===== src/rtl/fetch_dec_queue.sv =====
`default_nettype none
// ============================================================================
// Module      : fetch_dec_queue
// Description : Fetch-to-decode instruction queue. Buffers fetched
//               {PC, instruction} pairs in a small in-order FIFO and presents
//               the head entry to the decoder with an active-low valid.
//               Applies back-pressure to fetch when full, honours decoder
//               stall, and discards all contents on a pipeline flush.
// Revision    : 1.0 - initial release
// ----------------------------------------------------------------------------
// Parameters:
//   ADDR  - PC width in bits
//   INST  - instruction word width in bits
//   DEPTH - number of FIFO entries (power of two, >= 2)
// Ports:
//   clk         in   clock, all state updates on rising edge
//   reset       in   asynchronous active-high reset
//   fetch_e_    in   active-low valid of fetched instruction
//   fetch_pc    in   PC of fetched instruction
//   fetch_inst  in   fetched instruction word
//   fetch_stall out  queue full; fetch must hold its request
//   flush       in   discard all buffered entries
//   dec_stall   in   decoder cannot accept this cycle
//   inst_e_     out  active-low valid of head entry
//   inst_pc     out  head entry PC (0 when empty)
//   inst        out  head entry instruction (0 when empty)
//   occupancy   out  number of valid entries
// ============================================================================
module fetch_dec_queue #(
    parameter int ADDR  = 32,
    parameter int INST  = 32,
    parameter int DEPTH = 4
) (
    input  logic                       clk,
    input  logic                       reset,
    input  logic                       fetch_e_,
    input  logic [ADDR-1:0]            fetch_pc,
    input  logic [INST-1:0]            fetch_inst,
    output logic                       fetch_stall,
    input  logic                       flush,
    input  logic                       dec_stall,
    output logic                       inst_e_,
    output logic [ADDR-1:0]            inst_pc,
    output logic [INST-1:0]            inst,
    output logic [$clog2(DEPTH):0]     occupancy
);

    localparam int PW = $clog2(DEPTH);
    localparam int CW = PW + 1;

    localparam logic [CW-1:0] c_CNT_FULL = CW'(DEPTH);
    localparam logic [CW-1:0] c_CNT_ONE  = CW'(1);
    localparam logic [PW-1:0] c_PTR_ONE  = PW'(1);

    // ------------------------------------------------------------------------
    // State
    // ------------------------------------------------------------------------
    logic [PW-1:0]   wr_ptr_q, wr_ptr_d;
    logic [PW-1:0]   rd_ptr_q, rd_ptr_d;
    logic [CW-1:0]   count_q,  count_d;

    // Storage array; contents are don't-care until written, so not reset.
    logic [ADDR-1:0] mem_pc_q   [DEPTH];
    logic [INST-1:0] mem_inst_q [DEPTH];

    logic            w_full;
    logic            w_empty;
    logic            w_enq;
    logic            w_deq;

    // ------------------------------------------------------------------------
    // Status and handshake qualification
    // ------------------------------------------------------------------------
    assign w_full  = (count_q == c_CNT_FULL);
    assign w_empty = (count_q == '0);

    // Enqueue is gated by the registered full flag, so a dequeue in the same
    // cycle does not free a slot for fetch until the following cycle.
    assign w_enq = !fetch_e_ && !w_full && !flush;

    // The decoder stall is meaningless when nothing is presented.
    assign w_deq = !w_empty && !dec_stall && !flush;

    // ------------------------------------------------------------------------
    // Next-state logic
    // ------------------------------------------------------------------------
    always_comb begin
        wr_ptr_d = wr_ptr_q;
        rd_ptr_d = rd_ptr_q;
        count_d  = count_q;

        if (flush) begin
            // Flush wins over everything presented this cycle.
            wr_ptr_d = '0;
            rd_ptr_d = '0;
            count_d  = '0;
        end else begin
            // Pointers wrap naturally because DEPTH is a power of two.
            if (w_enq) begin
                wr_ptr_d = wr_ptr_q + c_PTR_ONE;
            end
            if (w_deq) begin
                rd_ptr_d = rd_ptr_q + c_PTR_ONE;
            end
            case ({w_enq, w_deq})
                2'b10:   count_d = count_q + c_CNT_ONE;
                2'b01:   count_d = count_q - c_CNT_ONE;
                default: count_d = count_q;
            endcase
        end
    end

    // ------------------------------------------------------------------------
    // Control registers
    // ------------------------------------------------------------------------
    always_ff @(posedge clk or posedge reset) begin
        if (reset) begin
            wr_ptr_q <= '0;
            rd_ptr_q <= '0;
            count_q  <= '0;
        end else begin
            wr_ptr_q <= wr_ptr_d;
            rd_ptr_q <= rd_ptr_d;
            count_q  <= count_d;
        end
    end

    // ------------------------------------------------------------------------
    // Storage write port
    // ------------------------------------------------------------------------
    always_ff @(posedge clk) begin
        if (w_enq) begin
            mem_pc_q[wr_ptr_q]   <= fetch_pc;
            mem_inst_q[wr_ptr_q] <= fetch_inst;
        end
    end

    // ------------------------------------------------------------------------
    // Outputs: all derived from registered state, no bypass from fetch_*.
    // The head is forced to zero when empty so stale array contents never
    // leak onto the decoder bus.
    // ------------------------------------------------------------------------
    assign occupancy   = count_q;
    assign fetch_stall = w_full;
    assign inst_e_     = w_empty;
    assign inst_pc     = w_empty ? '0 : mem_pc_q[rd_ptr_q];
    assign inst        = w_empty ? '0 : mem_inst_q[rd_ptr_q];

endmodule
`default_nettype wire


===== config.mk =====
export PLATFORM = sky130hd
export DESIGN_NAME = fetch_dec_queue
export DESIGN_NICKNAME = d
export VERILOG_FILES = /design/src/rtl/fetch_dec_queue.sv
export SDC_FILE = /design/constraint.sdc
export NUM_CORES = 1
export LEC_CHECK = 0
export CAP_MARGIN = 20
export CELL_PAD_IN_SITES_DETAIL_PLACEMENT = 0
export CELL_PAD_IN_SITES_GLOBAL_PLACEMENT = 1
export CORE_ASPECT_RATIO = 2
export CORE_MARGIN = 2
export CORE_UTILIZATION = 47
export CTS_CLUSTER_SIZE = 40
export DETAILED_ROUTE_END_ITERATION = 8
export GPL_ROUTABILITY_DRIVEN = 0
export GPL_TIMING_DRIVEN = 0
export PLACE_DENSITY = 0.89
export SKIP_CTS_REPAIR_TIMING = 1
export SYNTH_ARGS = -nofsm -noshare
export SYNTH_HDL_FRONTEND = slang
export SYNTH_SLANG_ARGS = --single-unit

===== constraint.sdc =====
create_clock -name clk -period 3.5 [get_ports clk]
set_clock_uncertainty 0.05 [all_clocks]
set_input_delay 1.05 -clock clk [delete_from_list [all_inputs] [get_ports clk]]
set_output_delay 1.05 -clock clk [all_outputs]
set_load 0.01 [all_outputs]

==> metrics.txt, run 1 <==
Worst-Margin Slew around 0.56 ns; synth cell count leaders edfxtp_1, nor2b_1, mux4_2; CP startpoint kind flip-flop; number of global-route vias before repair approximately 5,500; Static Leak around 4.8 nW; Power Density 588.9 nW/µm²; CP delay by family, top buffers and inverters; post-synth top area share 0.7520; Remaining DRCs 0; vias after detailed routing 5,022; final slew viol count 0; Post-Syn Nets 547; fin crit period 3.428 ns; TNS Setup 0 ns; clock slew at reported path FFs ~0.070 ns; Avg Cell Area, Syn 21.61 µm²; Max-Cap Viols 0; register share of total power 0.473; logic gate share of total power 0.200; Synth Register Bits 263; vias per inst 5.394; chip width 108.3 µm; Post-DRT Antenna Nets 0; post-DR wirelength/cell 21.50 µm; Hold Path Class reg -> reg; final setup vio count 0; crit path buf inv count 4; top-count cell post-synth edfxtp_1; initial antenna violation count 0; IO Count 138; final instance area roughly 13,000 µm²; register area share after synthesis 0.7692; largest net degree at the start of global routing 34; H-tree Lvls 1; Psw 1.774 mW; crit end category output port; dpl hpwl about 13,000 µm; port bufs 137; clock sinks 263; total CTS buffers 21; share of cells above drive strength 1 0.2097; Worst EP required 2.40 ns; Cells after Synth 473; # nets final 718; critical path type reg -> out; number of synthesized flops with an enable pin 256; Initial Util 0.4757; CTS tree built; switch share 0.2312; Clk Latency, worst-skew pair 0.50 ns; post-synth cell types 33; final period utilization 0.9794; Synth area leader edfxtp_1; area added between synthesis and finish 27.52%; global-route wire length before repair 30,050 µm; Main synth FF type edfxtp_1; root buf cell clkbuf_16; final std cells w/o fill 931; final hold vios 0; Die Area between 20,000 and 25,000 µm²; core area 21,490 µm²; DR iter-0 viols 257; Async SR Flop Fraction 0.02662; status complete, no violations; VDD IR max 511.2 µV; Mapped Area roughly 10,000 µm²; Placed Cells incl. Taps between 800 and 900; YS warnings 0; antenna cells 0; Rows 76; clock power share 0.327; maximum fanout along the worst path 10; clock buffer depth 3; relative slew slack 0.6299; cell chain of the critical path buf_2, nor3_4, buf_4, buf_2, nor2b_1, clkdlybuf4s50_1; GRT Total Usage 0.1758; largest cells by area after synthesis edfxtp_1, mux4_2, nor2b_1; CP arrival 2.33 ns; most common cell type on the critical path buf_2; critical path's largest stage delay 0.48 ns; Max Clock Freq a little under 0.3 GHz; global route overflow 0; Core Util, Final 0.6065; die height 212.6 µm; Critical-path top delay cell clkdlybuf4s50_1; total power 7.676 mW; internal power between 5 and 6 mW; cell area after placement 12,030 µm²; Pre-Repair DR Iteration Count 4; drt total wl 20,010 µm
-- stage by stage --
stage          worst slack [ns]  hold slack [ns]
5_1_grt                -0.03058           0.6106
2_1_floorplan            0.6547           0.5102
4_1_cts                 -0.7552           0.5824
6_report                0.07201           0.5756
3_5_place_dp            -0.2044           0.5725
3_3_place_gp            -0.4449           0.5374
-- placed cells by master (no fill, tap or decap), types with 5 or more instances in the layout --
cell type          n
a21oi_1            7
buf_12            10
buf_2              6
buf_4             12
bufinv_16          5
clkbuf_1           5
clkbuf_16         21
clkdlybuf4s50_1   92
dfrtp_1            6
dlymetal6s2s_1    45
edfxtp_1         256
mux4_2            64
nand2_1            5
nor2_1             6
nor2b_1           65
-- state kept, by name, indices dropped and copies added (netlist names) --
register and count:
occupancy 3, mem_inst_q 128, rd_ptr_q 2, wr_ptr_q 2, mem_pc_q 128
-- worst register-to-register path, stage by stage, from the launching register on --
cell and delay (ns):
dfrtp_1 0.52, nor3b_2 0.39, a21oi_1 0.12, nor3_1 0.24, fa_1 0.50, o211ai_1 0.21
a31oi_1 0.11, a21o_1 0.17
-- worst paths after layout --
path                                          start                       end  slack, ns  cells past startpoint
hold reg to reg             wr_ptr_q[0]$_DFFE_PP0P_   wr_ptr_q[0]$_DFFE_PP0P_       0.58                      2
setup / recovery           occupancy[2]$_DFFE_PP0P_                inst_pc[6]       0.07                      6
min in group asynchronous                     reset   rd_ptr_q[1]$_DFFE_PP0P_       0.73                      2
max in group asynchronous                     reset  occupancy[0]$_DFFE_PP0P_       2.42                      2
hold / removal              wr_ptr_q[0]$_DFFE_PP0P_   wr_ptr_q[0]$_DFFE_PP0P_       0.58                      2
setup reg to reg           occupancy[1]$_DFFE_PP0P_  occupancy[1]$_DFFE_PP0P_       1.10                      7
-- routing by layer --
layer	part of all wire	routed length (µm)	GRT usage
met3	0.044	886	0.02483
met2	0.58	11640	0.3394
met1	0.35	7023	0.1932
met5	0	0	0
met4	0.023	467	0.05836
-- cell families after synthesis --
kind of cell,synth area share
buffers and inverters,0.01603
muxes,0.1420
adders and majority gates,0.006855
and+or+nand+nor,0.05349
AOI/OAI and AO/OA,0.01077
DFF,0.7692
xor gates and xnor gates,0.001714
-- layout make-up --
cell class,instances,area [µm²]
Fill cell,1585,8456
Sequential cell,263,7864
Multi-Input combinational cell,180,2212
Timing Repair Buffer,150,1632
Clock buffer,24,536.8
Tap cell,273,341.6
Buffer,24,241.5
Clock inverter,13,192.7
Inverter,4,15.01
-- power groups by stage --
stage	logic, mW	registers, mW	clock network, mW
5_1_grt	1.65	3.64	2.68
3_3_place_gp	1.46	3.69	0
3_5_place_dp	1.50	3.70	0
2_1_floorplan	0.771	3.69	0
4_1_cts	1.51	3.63	2.57
6_report	1.53	3.63	2.51
Power figures use the tool's default switching activity.
==> run 2: changes to the inputs <==
--- a/config.mk
+++ b/config.mk
@@ -10,12 +10,11 @@
 export CELL_PAD_IN_SITES_GLOBAL_PLACEMENT = 1
 export CORE_ASPECT_RATIO = 2
 export CORE_MARGIN = 2
-export CORE_UTILIZATION = 47
+export CORE_UTILIZATION = 43
 export CTS_CLUSTER_SIZE = 40
 export DETAILED_ROUTE_END_ITERATION = 8
 export GPL_ROUTABILITY_DRIVEN = 0
-export GPL_TIMING_DRIVEN = 0
-export PLACE_DENSITY = 0.89
+export PLACE_DENSITY = 0.86
 export SKIP_CTS_REPAIR_TIMING = 1
 export SYNTH_ARGS = -nofsm -noshare
 export SYNTH_HDL_FRONTEND = slang
==> constraint.sdc (replaced) <==
create_clock -name clk -period 2.87 [get_ports clk]
set_clock_uncertainty 0.05 [all_clocks]
set_input_delay 0.861 -clock clk [delete_from_list [all_inputs] [get_ports clk]]
set_output_delay 0.861 -clock clk [all_outputs]
set_load 0.01 [all_outputs]
==> run 2 against run 1 <==
Against the previous run: the flow now finishes with violations (DRC, setup timing); clock power is 20% higher; register-to-register slack worse by 0.61 ns; sequential cell count stayed put; sequential power is 22% higher; total power is 27% higher; setup slack worse by 0.28 ns; via count is 3.5% higher; first-iteration DRC count is 37% higher; combinational power is 52% higher; sequential share of layout area is 2.0 points lower; critical path type unchanged; largest cell class unchanged; largest power group unchanged.
==> metrics.txt, run 2 (synthesis results as in run 1) <==
Max Clock Freq ~0.33 GHz; Worst EP required 1.96 ns; setup ws final -0.2032 ns; total CTS buffers 21; largest net degree at the start of global routing 37; total power between 9 and 10 mW; Sequential Area 7871 µm²; Max-Cap Viols 0; Rows 79; met1 GRT Util 0.1915; RR Endpoint occupancy[1]$_DFFE_PP0P_; busiest layer in global routing met2; port bufs approximately 140; final instance area roughly 13,000 µm²; CP startpoint kind flip-flop; commonest non-fill, non-tap cell in the layout edfxtp_1; final period utilization 1.071; vias per inst ~5.4; Remaining DRCs 6; most frequent cells in the layout edfxtp_1, clkdlybuf4s50_1, mux4_2; worst slack, placed -0.02880 ns; final std cells w/o fill 963; clock slew at reported path FFs 0.07 ns; number of global-route vias before repair 5,484; final setup vio count 63; dpl hpwl 13,430 µm; # nets final roughly 740; Post-DRT Antenna Nets 0; post-DR wirelength/cell about 23 µm; Pre-Repair DR Iteration Count 7; area added between synthesis and finish 31.99%; status finished with violations; Fillers 1,672; cell area after placement 12,250 µm²; Core Util, Final 0.5784; DR iter-0 viols 353; VDD IR max roughly 540 µV; fin crit period 3.073 ns; root buf cell clkbuf_16; final slew viol count 0; failing checks DRC, setup timing; Static Leak 4.731 nW; Placed Cells incl. Taps around 900; Hold Path Class in -> async; TNS Setup -8.165 ns; H-tree Lvls 1; relative slew slack 0.8013; Die Area about 25,000 µm²; IO Count 138; share of cells above drive strength 1 0.3496; maximum fanout along the worst path 5; hold slack final 0.5307 ns; Power Density 724.1 nW/µm²; critical path type reg -> out; Crit Reg-Reg Startpoint occupancy[1]$_DFFE_PP0P_; final hold vios 0; GRT Total Usage 0.1680; drt total wl 21,870 µm; global-route wire length before repair 31,800 µm; initial antenna violation count 2; die height 222.1 µm; vias after detailed routing 5,196; Multi-input gate area 2396 µm²; global route overflow 0; chip width 113.0 µm; Clk Latency, worst-skew pair 0.52 ns; Initial Util 0.4382; reg2reg path depth 8; clock buffer depth 3; CP arrival 2.16 ns; Worst-Margin Slew 0.2977 ns; crit end category output port; RSZ-0062 raised after global routing yes; r2r setup slk 0.49 ns; core area 23,330 µm²; met2 Use GR 0.3093; met3 Use GR 0.02515; CTS tree built; clock sinks 263
==> run 2: cell count changes in the layout (fill, tap and decap cells not counted), moves of 5 or more <==
cell	before	now
clkdlybuf4s50_1	92	72
clkbuf_2	1	23
buf_6	1	35
buf_4	12	17
buf_12	10	18
nor2b_1	65	40
nor2b_4	0	23
dlymetal6s2s_1	45	16
==> run 2: how the worst max path moves through the flow <==
stage                                       start                          to  slack, ns  cells after the start
after floorplan                             flush  mem_inst_q[0][0]$_DFFE_PP_       0.21                      3
after global placement    rd_ptr_q[0]$_DFFE_PP0P_                    inst[25]      -0.01                      4
after detailed placement  rd_ptr_q[0]$_DFFE_PP0P_                    inst[25]      -0.03                      4
after CTS                 rd_ptr_q[0]$_DFFE_PP0P_                    inst[14]      -0.59                      4
after global routing      rd_ptr_q[0]$_DFFE_PP0P_                    inst[23]      -0.24                      6
final                     rd_ptr_q[0]$_DFFE_PP0P_                    inst[21]      -0.20                      6
==> run 2: layout make-up <==
type                            instances  share of cell area
Sequential cell                       263              0.5834
Inverter                                4            0.001113
Clock inverter                         14             0.01345
Timing Repair Buffer                  193              0.1581
Antenna cell                            2           0.0003709
Tap cell                              283             0.02624
Multi-Input combinational cell        180              0.1776
Clock buffer                           24             0.03978
==> run 2: metal layers <==
metal	wire length [µm]	vias to the layer above
met3	1048	24
met1	8019	2724
li1	-	2291
met5	0	-
met2	12330	157
met4	467	0
==> run 2: report_power, final <==
group / internal, mW / switching (mW)
logic: 1.28 / 1.05
registers: 4.38 / 0.0519
clock network: 1.72 / 1.29
total: 7.38 / 2.39
==> run 2: worst max-delay path: stages, from the launching register on <==
cell and delay, ns:
dfrtp_4 0.51, buf_12 0.15, clkbuf_16 0.15, buf_12 0.13, mux4_2 0.40, nor2b_1 0.16
clkbuf_2 0.13
